==> config.mk <==
export PLATFORM = sky130hd
export DESIGN_NAME = instruction_loader
export DESIGN_NICKNAME = d
export VERILOG_FILES = /design/src/rtl/instruction_loader.sv
export SDC_FILE = /design/constraint.sdc
export NUM_CORES = 1
export LEC_CHECK = 0
export CORE_MARGIN = 2
export CORE_UTILIZATION = 40
export DETAILED_ROUTE_END_ITERATION = 10
export HOLD_SLACK_MARGIN = 0.15
export PLACE_DENSITY_LB_ADDON = 0.08
export SYNTH_ARGS = -nofsm -noshare
export SYNTH_HDL_FRONTEND = slang
export SYNTH_SLANG_ARGS = --single-unit
==> constraint.sdc <==
create_clock -name clk -period 3.8 [get_ports clk]
set_clock_uncertainty 0.2 [all_clocks]
set_input_delay 0.57 -clock clk [delete_from_list [all_inputs] [get_ports clk]]
set_output_delay 0.57 -clock clk [all_outputs]
set_load 0.03 [all_outputs]
==> src/rtl/instruction_loader.sv <==
// Program-image loader: assembles big-endian 32-bit words from a byte stream and
// writes them to instruction memory from word 0 upward, holding the CPU frozen meanwhile.
module instruction_loader #(
    parameter int ADDR_WIDTH = 8
) (
    input  logic                  clk,
    input  logic                  reset,
    input  logic                  start,
    input  logic [ADDR_WIDTH:0]   wordCount,
    input  logic [7:0]            byteIn,
    input  logic                  byteValid,
    output logic                  byteReady,
    output logic                  memWrite,
    output logic [31:0]           memAddress,
    output logic [31:0]           memData,
    output logic                  cpuFreeze,
    output logic                  cpuReset,
    output logic                  busy,
    output logic                  done
);

    typedef enum logic [1:0] {
        IDLE    = 2'd0,
        COLLECT = 2'd1,
        WRITE   = 2'd2,
        RELEASE = 2'd3
    } state_t;

    localparam logic [ADDR_WIDTH:0]   MAX_WORDS = {1'b1, {ADDR_WIDTH{1'b0}}};
    localparam logic [ADDR_WIDTH:0]   CNT_ZERO  = {(ADDR_WIDTH+1){1'b0}};
    localparam logic [ADDR_WIDTH:0]   CNT_ONE   = {{ADDR_WIDTH{1'b0}}, 1'b1};
    localparam logic [ADDR_WIDTH-1:0] IDX_ZERO  = {ADDR_WIDTH{1'b0}};
    localparam logic [ADDR_WIDTH-1:0] IDX_ONE   = {{(ADDR_WIDTH-1){1'b0}}, 1'b1};

    state_t                  state_r;
    state_t                  state_s;
    logic [ADDR_WIDTH:0]     count_r;
    logic [ADDR_WIDTH-1:0]   word_idx_r;
    logic [1:0]              byte_idx_r;
    logic [23:0]             asm_r;
    logic [31:0]             mem_address_r;
    logic [31:0]             mem_data_r;
    logic                    byte_ready_r;
    logic                    mem_write_r;
    logic                    cpu_freeze_r;
    logic                    cpu_reset_r;
    logic                    busy_r;
    logic                    done_r;
    logic                    start_go_s;
    logic                    last_word_s;
    logic [ADDR_WIDTH:0]     clamped_count_s;

    assign start_go_s      = start && (wordCount != CNT_ZERO);
    assign clamped_count_s = (wordCount > MAX_WORDS) ? MAX_WORDS : wordCount;
    assign last_word_s     = ({1'b0, word_idx_r} == (count_r - CNT_ONE));

    // Next-state decode for the load session sequencer.
    always_comb begin
        state_s = state_r;
        case (state_r)
            IDLE: begin
                if (start_go_s) state_s = COLLECT;
                else            state_s = IDLE;
            end
            COLLECT: begin
                if (byteValid && (byte_idx_r == 2'd3)) state_s = WRITE;
                else                                   state_s = COLLECT;
            end
            WRITE: begin
                if (last_word_s) state_s = RELEASE;
                else             state_s = COLLECT;
            end
            RELEASE: state_s = IDLE;
            default: state_s = IDLE;
        endcase
    end

    // State register.
    always_ff @(posedge clk or posedge reset) begin
        if (reset) state_r <= IDLE;
        else       state_r <= state_s;
    end

    // Counters, word assembly and the registered write address/data.
    always_ff @(posedge clk or posedge reset) begin
        if (reset) begin
            count_r       <= CNT_ZERO;
            word_idx_r    <= IDX_ZERO;
            byte_idx_r    <= 2'd0;
            asm_r         <= 24'h000000;
            mem_address_r <= 32'h0000_0000;
            mem_data_r    <= 32'h0000_0000;
        end else begin
            case (state_r)
                IDLE: begin
                    if (start_go_s) begin
                        count_r    <= clamped_count_s;
                        word_idx_r <= IDX_ZERO;
                        byte_idx_r <= 2'd0;
                    end
                end
                COLLECT: begin
                    if (byteValid) begin
                        asm_r      <= {asm_r[15:0], byteIn};
                        byte_idx_r <= byte_idx_r + 2'd1;
                        // Fourth byte completes the word; address/data change only here.
                        if (byte_idx_r == 2'd3) begin
                            mem_data_r    <= {asm_r, byteIn};
                            mem_address_r <= {{(30-ADDR_WIDTH){1'b0}}, word_idx_r, 2'b00};
                        end
                    end
                end
                WRITE:   word_idx_r <= word_idx_r + IDX_ONE;
                default: ;
            endcase
        end
    end

    // Outputs registered from the next state so they align with the state they describe.
    always_ff @(posedge clk or posedge reset) begin
        if (reset) begin
            byte_ready_r <= 1'b0;
            mem_write_r  <= 1'b0;
            cpu_freeze_r <= 1'b0;
            cpu_reset_r  <= 1'b0;
            busy_r       <= 1'b0;
            done_r       <= 1'b0;
        end else begin
            byte_ready_r <= (state_s == COLLECT);
            mem_write_r  <= (state_s == WRITE);
            cpu_freeze_r <= (state_s != IDLE);
            cpu_reset_r  <= (state_s == RELEASE);
            busy_r       <= (state_s != IDLE);
            done_r       <= (state_s == RELEASE);
        end
    end

    assign byteReady  = byte_ready_r;
    assign memWrite   = mem_write_r;
    assign memAddress = mem_address_r;
    assign memData    = mem_data_r;
    assign cpuFreeze  = cpu_freeze_r;
    assign cpuReset   = cpu_reset_r;
    assign busy       = busy_r;
    assign done       = done_r;

endmodule

# After elaboration in Yosys (flattened, before gate mapping)
# Index checks and enable logic that the tools add are counted.
[totals]
ff_bits = 89
[op_classes]
n_addsub = 3
magnitude_cmp = 1
n_eq_ne = 10
mux = 10
reduce_logical = 12
[op_table]
columns = ["op", "n"]
rows = [
  ["case mux 8 bit (2 select lines)", 1],
  ["== test 2 bit (second input constant)", 5],
  ["== test 8 x 9 -> 1 bit", 1],
  ["> comparator 9 bit (second input constant)", 1],
  ["2-to-1 mux 9 bit", 1],
  ["nonzero test 9 bit", 1],
  ["subtractor 9 x 1 -> 9 bit (second input constant)", 1],
  ["adder 8 x 1 -> 8 bit (second input constant)", 1],
  ["2-to-1 mux 2 bit", 4],
  ["2-to-1 mux 8 bit", 1],
  ["case mux 2 bit (4 select lines)", 1],
  ["AND reduction 2 bit", 3],
  ["AND reduction 3 bit", 2],
  ["nonzero test 2 bit", 3],
  ["== test 2 x 1 -> 1 bit (second input constant)", 2],
  ["inequality test 2 bit (second input constant)", 2],
  ["case mux 2 bit (2 select lines)", 1],
  ["adder 2 x 1 -> 2 bit (second input constant)", 1],
  ["logical AND 1 bit", 2],
  ["logical NOT 2 bit", 1],
  ["2-to-1 mux 1 bit", 1],
]

# Logic depth before layout (Yosys ltp)
# Gate-level depths: netlist of the first run.
[logic_depth]
ltp_word = 5
ltp_mapped = 9

# Worst setup path after synthesis of the first run
# No wires, ideal clock.
[synth_path]
kind = "register to register"
from = "register count_r[0]"
to = "register byte_ready_r (netlist: byteReady)"
setup_time_ps = 119
arrival_time_ps = 1743
t_required_ps = 3481
setup_slack_ps = 1739
stages_incl_launch_ff = 10
path_buffers = 2
period_less_slack_ps = 2061
path_cell_list = "dfrtp_1 > buf_6 > inv_1 > ha_1 > clkbuf_1 > o21ba_1 > nand3b_1 > a22oi_1 > a221o_1 > o21a_1"
[synth_between]
elab_chain_len = 5
[synth_lines]
columns = ["element", "line_no", "text"]
rows = [
  ["start, declared", "37", "logic [ADDR_WIDTH:0] count_r;"],
  ["start signal, assigned", "97", "count_r <= clamped_count_s;"],
  ["subtractor 9 x 1 -> 9 bit", "55", "assign last_word_s = ({1'b0, word_idx_r} == (count_r - CNT_ONE));"],
  ["== test 8 x 9 -> 1 bit", "55", ""],
  ["2-to-1 mux 2 bit", "70", "if (last_word_s) state_s = RELEASE;"],
  ["case mux 2 bit (4 select lines)", "60", "case (state_r)"],
  ["== test 2 x 1 -> 1 bit", "129", "byte_ready_r <= (state_s == COLLECT);"],
  ["end signal, assigned", "129", ""],
  ["end, declared", "43", "logic byte_ready_r;"],
]
# No other way between the ends.
# A chain may end at the register's enable or synchronous reset.

# Worst setup path after layout of the first run
# Same ends and word-level chain as after synthesis.

==> summary.md, run 1 <==
| Metric | Value |
|---|---|
| Status | finished, final reports clean |
| Via count | 2779 |
| M1 WL | 4.120 mm |
| Layout cell share with drive strength beyond 1 | 6.027% |
| Synth Cell Area | 4054 um^2 |
| Die height | 104.7 um |
| CP max FO | 9 |
| Reg power frac | 41.5% |
| Hold buffer count at CTS | 0 |
| Setup violations, final | 0 |
| CP endpoint kind | register |
| Power Dens Cells | 797.6 nW/um^2 |
| Synth Register Bits | 89 |
| Internal cell power | 0.002300 W |
| Ys Warns | 0 |
| Leakage | 2.330 nW |
| Grt ovf | 0 |
| Power, Total | 0.003915 W |
| Max_cap viols | 0 |
| Die Width | 104.7 um |
| Fin Setup TNS | 0 ps |
| Die area | 10960 um^2 |
| Final instance area | 4908 um^2 |
| Met3 WL | 441 um |
| Final GP Congestion | 0.8609 |
| Register Area | 2227 um^2 |
| Worst-path clk slew | 100 ps |
| ANT cells | 0 |
| Post-synthesis sequential area ratio | 54.94% |
| Synth Instances | 381 |
| Clock Path Buffers | 2 |
| DRT Pass-1 Iters | 4 |
| Core Area | 9819 um^2 |
| Period minus WS final | 2298 ps |
| # rows | 36 |
| Via/cell ratio | 4.783 |
| Tcrit/Tclk final | 60.47% |
| Worst EP required | 3840 ps |
| Final Max Slew Viols | 0 |
| Port Buffers | 66 |
| Crit start category | register |
| Synth async-reset ratio | 100.0% |
| Peak VDD IR | 401.4 uV |
| Largest net degree at the start of global routing | 50 |
| Met2 routed WL | 3.459 mm |
| Top FF cell, synth | dfrtp_1 |
| EDFF count, synth | 0 |
| Placement Cell Area | 4731 um^2 |
| CTS tree | built |
| Clock share of power | 15.3% |
| CTS sink cnt | 89 |
| Worst-Margin Slew | 892.5 ps |
| RSZ-0062 raised after global routing | false |
| Fin. Hold Viols | 0 |
| Postcts setup bufs | 0 |
| Initial core utilization | 41.28% |
| Area of the multi-input gates | 1599 um^2 |
| DRC | 0 |
| Top layer in use | met4 |
| Power share of the combinational group | 43.2% |
| Rel. slew slack | 40.36% |
| Crit path DAT | 2340 ps |
| TritonCTS buffer count | 9 |
| WL final | 8.117 mm |
| Root Buffer | clkbuf_8 |
| # H-tree levels | 3 |
| Sw frac | 41.26% |
| Initial antenna violation count | 0 |
| Starting DRT DRC Count | 131 |
| Num ports | 91 |
| Vias in the first global route | 2720 |
| Post_cts resized | 0 |
| Final #Nets | 467 |
| Unique masters post-synth | 47 |
| Filler instances | 930 |
| Layout area overhead | 21.08% |
| Antenna-violating nets left | 0 |
| First-pass GRT wire length | 13.83 mm |
| Switch Pwr | 0.001615 W |
| Hold_ws | 276.8 ps |
| Hpwl dp | 5.721 mm |
| Worst skew pair latency | 350 ps |
| WS Path Type | register to register |
| Mean Syn Cell Area | 10.64 um^2 |
| Fmax | 0.4352 GHz |
| Wire per inst | 13.97 um |
| HP Class | register to register |
| GRT Util Overall | 15.77% |
metal layers:
| metal | up-vias | global-route usage [%] |
|---|---|---|
| met4 | 0 | 5.143 |
| met5 | - | 0 |
| met2 | 81 | 22.27 |
| met1 | 1342 | 23.83 |
| met3 | 9 | 3.618 |
| li1 | 1347 | - |
power groups by stage:
stage	logic, W	clock network, W	registers, W
after CTS	0.00171	0.000619	0.00163
after floorplan	0.000798	0	0.00194
after global routing	0.00183	0.000667	0.00169
final	0.00169	0.000599	0.00162
after detailed placement	0.00170	0	0.00165
after global placement	0.00169	0	0.00164
state kept, by name, indices dropped and copies added (netlist names):
| register | flops |
|---|---|
| memData | 32 |
| byte_idx_r | 2 |
| state_r | 2 |
| asm_r | 24 |
| byteReady | 1 |
| memWrite | 1 |
| memAddress | 8 |
| count_r | 9 |
| done | 1 |
| busy | 1 |
| word_idx_r | 8 |
metrics by stage:
stage / util [%] / instances / worst slack [ps]
after floorplan: - / 404 / 723.1
after global placement: 48.18 / 565 / 1192
after detailed placement: 48.18 / 565 / 1178
after CTS: 49.99 / 581 / 1520
after global routing: 49.99 / 581 / 1347
final: 49.99 / 581 / 1502
cells by family after synthesis:
kind of cell / Yosys count / synth area share [%]
and+or+nand+nor: 150 / 16.98
other: 1 / 0.09250
adders and majority gates: 3 / 0.9260
muxes: 42 / 11.54
buffers and inverters: 51 / 7.747
DFF: 89 / 54.94
xor gates and xnor gates: 10 / 2.160
AOI/OAI and AO/OA: 35 / 5.617
placed cells by master, fill, tap and decap left out, types with 2 or more instances in the layout:
master,n
and3_1,3
nand4b_1,2
o21bai_1,2
nand4_1,2
conb_1,24
clkdlybuf4s50_1,66
inv_1,7
nand2_1,94
nand2b_1,9
nand3b_1,4
mux2_1,38
o22ai_1,3
nor3_1,2
a31oi_1,3
nor4_1,2
clkinv_4,2
dfrtp_1,89
xnor2_1,4
nor2_1,13
clkinvlp_4,2
a22oi_1,2
clkbuf_8,9
mux2i_1,4
o21ai_1,14
inv_6,2
ha_1,3
buf_4,3
xor2_1,6
a21oi_1,3
nand3_1,9
path summary, 6_finish.rpt:
kind / startpoint / endpoint / slack [ps] / cells after the start
min: asm_r[23] / asm_r[23] / 280 / 2
max: count_r[0] / byteReady / 1500 / 7
max reg2reg: count_r[0] / byteReady / 1500 / 7
min reg2reg: asm_r[23] / asm_r[23] / 280 / 2
min in group asynchronous: reset / count_r[2] / 500 / 2
max in group asynchronous: reset / asm_r[0] / 2200 / 3
worst max-delay path: stages, from the launching register on:
cell and delay, ps:
dfrtp_1 510, inv_1 80, ha_1 310, o21ba_1 290
nand3b_1 110, a22oi_1 100, a221o_1 380, o21a_1 220
layout make-up:
class	instances	share of cell area [%]
Timing Repair Buffer	70	14.33
Clock inverter	6	1.020
Clock buffer	10	2.600
Multi-Input combinational cell	264	32.58
Tap cell	133	3.390
Inverter	9	0.7137
Sequential cell	89	45.37
synth_stat cells, types with 4 or more instances:
| library cell | number | share of area, % |
|---|---|---|
| buf_4 | 30 | 5.6 |
| clkbuf_1 | 9 | 0.83 |
| dfrtp_1 | 89 | 55 |
| inv_1 | 8 | 0.74 |
| mux2_1 | 38 | 11 |
| mux2i_1 | 4 | 0.99 |
| nand2_1 | 94 | 8.7 |
| nand2b_1 | 9 | 1.4 |
| nand3_1 | 9 | 1.1 |
| nand3b_1 | 4 | 0.74 |
| nor2_1 | 13 | 1.2 |
| o21ai_1 | 14 | 1.7 |
| xnor2_1 | 4 | 0.86 |
| xor2_1 | 6 | 1.3 |
Note: power is estimated with default switching activity, not from simulation.
==> run 2: changes to the inputs <==
clock period = 2.2 ns   (was 3.8 ns; I/O delays follow)
==> summary.md, run 2 (same netlist as run 1, synthesis figures left out) <==
| Metric | Value |
|---|---|
| Period minus WS final | 2106 ps |
| Top layer in use | met4 |
| GRT Util Overall | 15.76% |
| Register Area | 2227 um^2 |
| Crit start category | register |
| Post-Place Cells | 573 |
| R2r worst-path depth | 7 |
| Peak VDD IR | 638.1 uV |
| Leading cell type in the layout, fill and taps excluded | nand2_1 |
| RR Endpoint | byteReady |
| Largest register FFs | 32 |
| Area of the multi-input gates | 1599 um^2 |
| Largest net degree at the start of global routing | 34 |
| Clock share of power | 16.5% |
| Final #Nets | 476 |
| Die height | 104.7 um |
| Die area | 10960 um^2 |
| Num ports | 91 |
| Power Dens Cells | 1379 nW/um^2 |
| Power share of the combinational group | 43.5% |
| Fmax | 0.4749 GHz |
| Worst-path clk slew | 90 ps |
| Worst EP required | 2250 ps |
| Via count | 2783 |
| Grt ovf | 0 |
| Final Max Slew Viols | 0 |
| Setup violations, final | 0 |
| Met2 routed WL | 3.560 mm |
| Most frequent cells in the layout | 94 x nand2_1, 89 x dfrtp_1, 66 x clkdlybuf4s50_1 |
| Met3 WL | 456 um |
| Fin. Hold Viols | 0 |
| CTS tree | built |
| Placement Cell Area | 4818 um^2 |
| Worst skew pair latency | 350 ps |
| DRT Pass-1 Iters | 4 |
| # H-tree levels | 3 |
| Core Area | 9819 um^2 |
| Hold Crit Depth | 2 |
| M1 WL | 4.126 mm |
| CP max FO | 9 |
| Max_cap viols | 0 |
| Vias in the first global route | 2722 |
| Slowest CP cell | dfrtp_1 |
| Die Width | 104.7 um |
| Final GP Congestion | 0.8117 |
| WS Path Type | register to register |
| Filler instances | 950 |
| Initial antenna violation count | 0 |
| Status | finished, final reports clean |
| Via/cell ratio | 4.717 |
| CP endpoint kind | register |
| CTS sink cnt | 89 |
| Layout cell share with drive strength beyond 1 | 7.659% |
| Crit-path cells | inv_1 > ha_1 > o21ba_1 > nand3b_1 > a22oi_1 > a221o_1 > o21a_1 |
| Tcrit/Tclk final | 95.72% |
| Hold path startpoint | asm_r[17] |
| Initial core utilization | 41.28% |
| CP peak stage delay | 390 ps |
| ANT cells | 0 |
| Root Buffer | clkbuf_8 |
| Fin Setup TNS | 0 ps |
| WL final | 8.217 mm |
| HP Class | register to register |
| Clock Path Buffers | 2 |
| Sw frac | 40.34% |
| Worst reg2reg path startpoint | count_r[1] |
| Leakage | 2.396 nW |
| # rows | 36 |
| Hpwl dp | 5.822 mm |
| Final instance area | 5031 um^2 |
| Internal cell power | 0.004141 W |
| RSZ-0062 raised after global routing | false |
| Crit path DAT | 2150 ps |
| Hold endpoint | asm_r[17] |
| Wire per inst | 13.93 um |
| Port Buffers | 66 |
| Reg power frac | 39.9% |
| Finished Layout Cells | 590 |
| First-pass GRT wire length | 13.88 mm |
| DRC | 0 |
| Starting DRT DRC Count | 142 |
| Antenna-violating nets left | 0 |
| Switch Pwr | 0.002800 W |
| Layout area overhead | 24.11% |
| TritonCTS buffer count | 9 |
| R2R Setup Slk | 90 ps |
[run 2: cell types whose count changed in the layout (fill, tap and decap cells not counted), sizes merged]
cell,change
clkinv,-1
bufinv,+1
buf,+8
dlygate4sd3,+1
[run 2: routing by layer]
metal / track usage, % / up-vias
met4: 3.619 / 0
met1: 23.46 / 1340
met5: 0 / -
met3: 4.429 / 7
met2: 22.83 / 70
li1: - / 1366
[run 2: worst max path at each step]
| stage | endpoint | start | slack (ps) | cells after the start |
|---|---|---|---|---|
| 2_1_floorplan | byteReady | count_r[0] | 140 | 9 |
| 4_1_cts | byteReady | count_r[1] | 100 | 7 |
| 3_5_place_dp | word_idx_r[4] | wordCount[0] | 120 | 6 |
| 6_report | byteReady | count_r[1] | 90 | 7 |
| 3_3_place_gp | byteReady | count_r[1] | 110 | 7 |
| 5_1_grt | state_r[1] | count_r[1] | 10 | 7 |
[run 2: cell type report]
cell class                      instances  area share (%)
Timing Repair Buffer                   79           15.87
Multi-Input combinational cell        264           31.78
Tap cell                              133           3.308
Sequential cell                        89           44.27
Clock inverter                          6           1.492
Inverter                                9          0.7461
Clock buffer                           10           2.537
[run 2: power by group through the flow]
| stage | combinational, W | clock, W | sequential, W |
|---|---|---|---|
| final | 0.00302 | 0.00115 | 0.00277 |
| after floorplan | 0.00138 | 0 | 0.00336 |
| after global placement | 0.00302 | 0 | 0.00281 |
| after global routing | 0.00329 | 0.00125 | 0.00288 |
| after CTS | 0.00306 | 0.00119 | 0.00278 |
| after detailed placement | 0.00304 | 0 | 0.00282 |
[run 2: repair_timing]
item | CTS | global route
setup buffers | 0 | 0
gates resized for setup | 0 | 0
hold buffers | 1 | 0
endpoints found under the hold margin | 12 | 0
[run 2: through the flow]
stage	util [%]	power, W	worst slack, ps	hold slack (ps)
5_1_grt	51.24	0.007429	12.82	305.3
6_report	51.24	0.006940	94.23	274.0
3_5_place_dp	49.07	0.005858	115.0	256.5
2_1_floorplan	-	0.004735	138.7	235.4
4_1_cts	51.24	0.007031	100.9	280.1
3_3_place_gp	49.07	0.005827	110.7	253.0
[run 2: worst max-delay path, delay by kind of cell, from the launching register on]
kind	cells	cell delay, ps
flops	1	390
compound gates	4	960
fa+ha+maj	1	300
simple gates	1	110
buf+inv	1	50
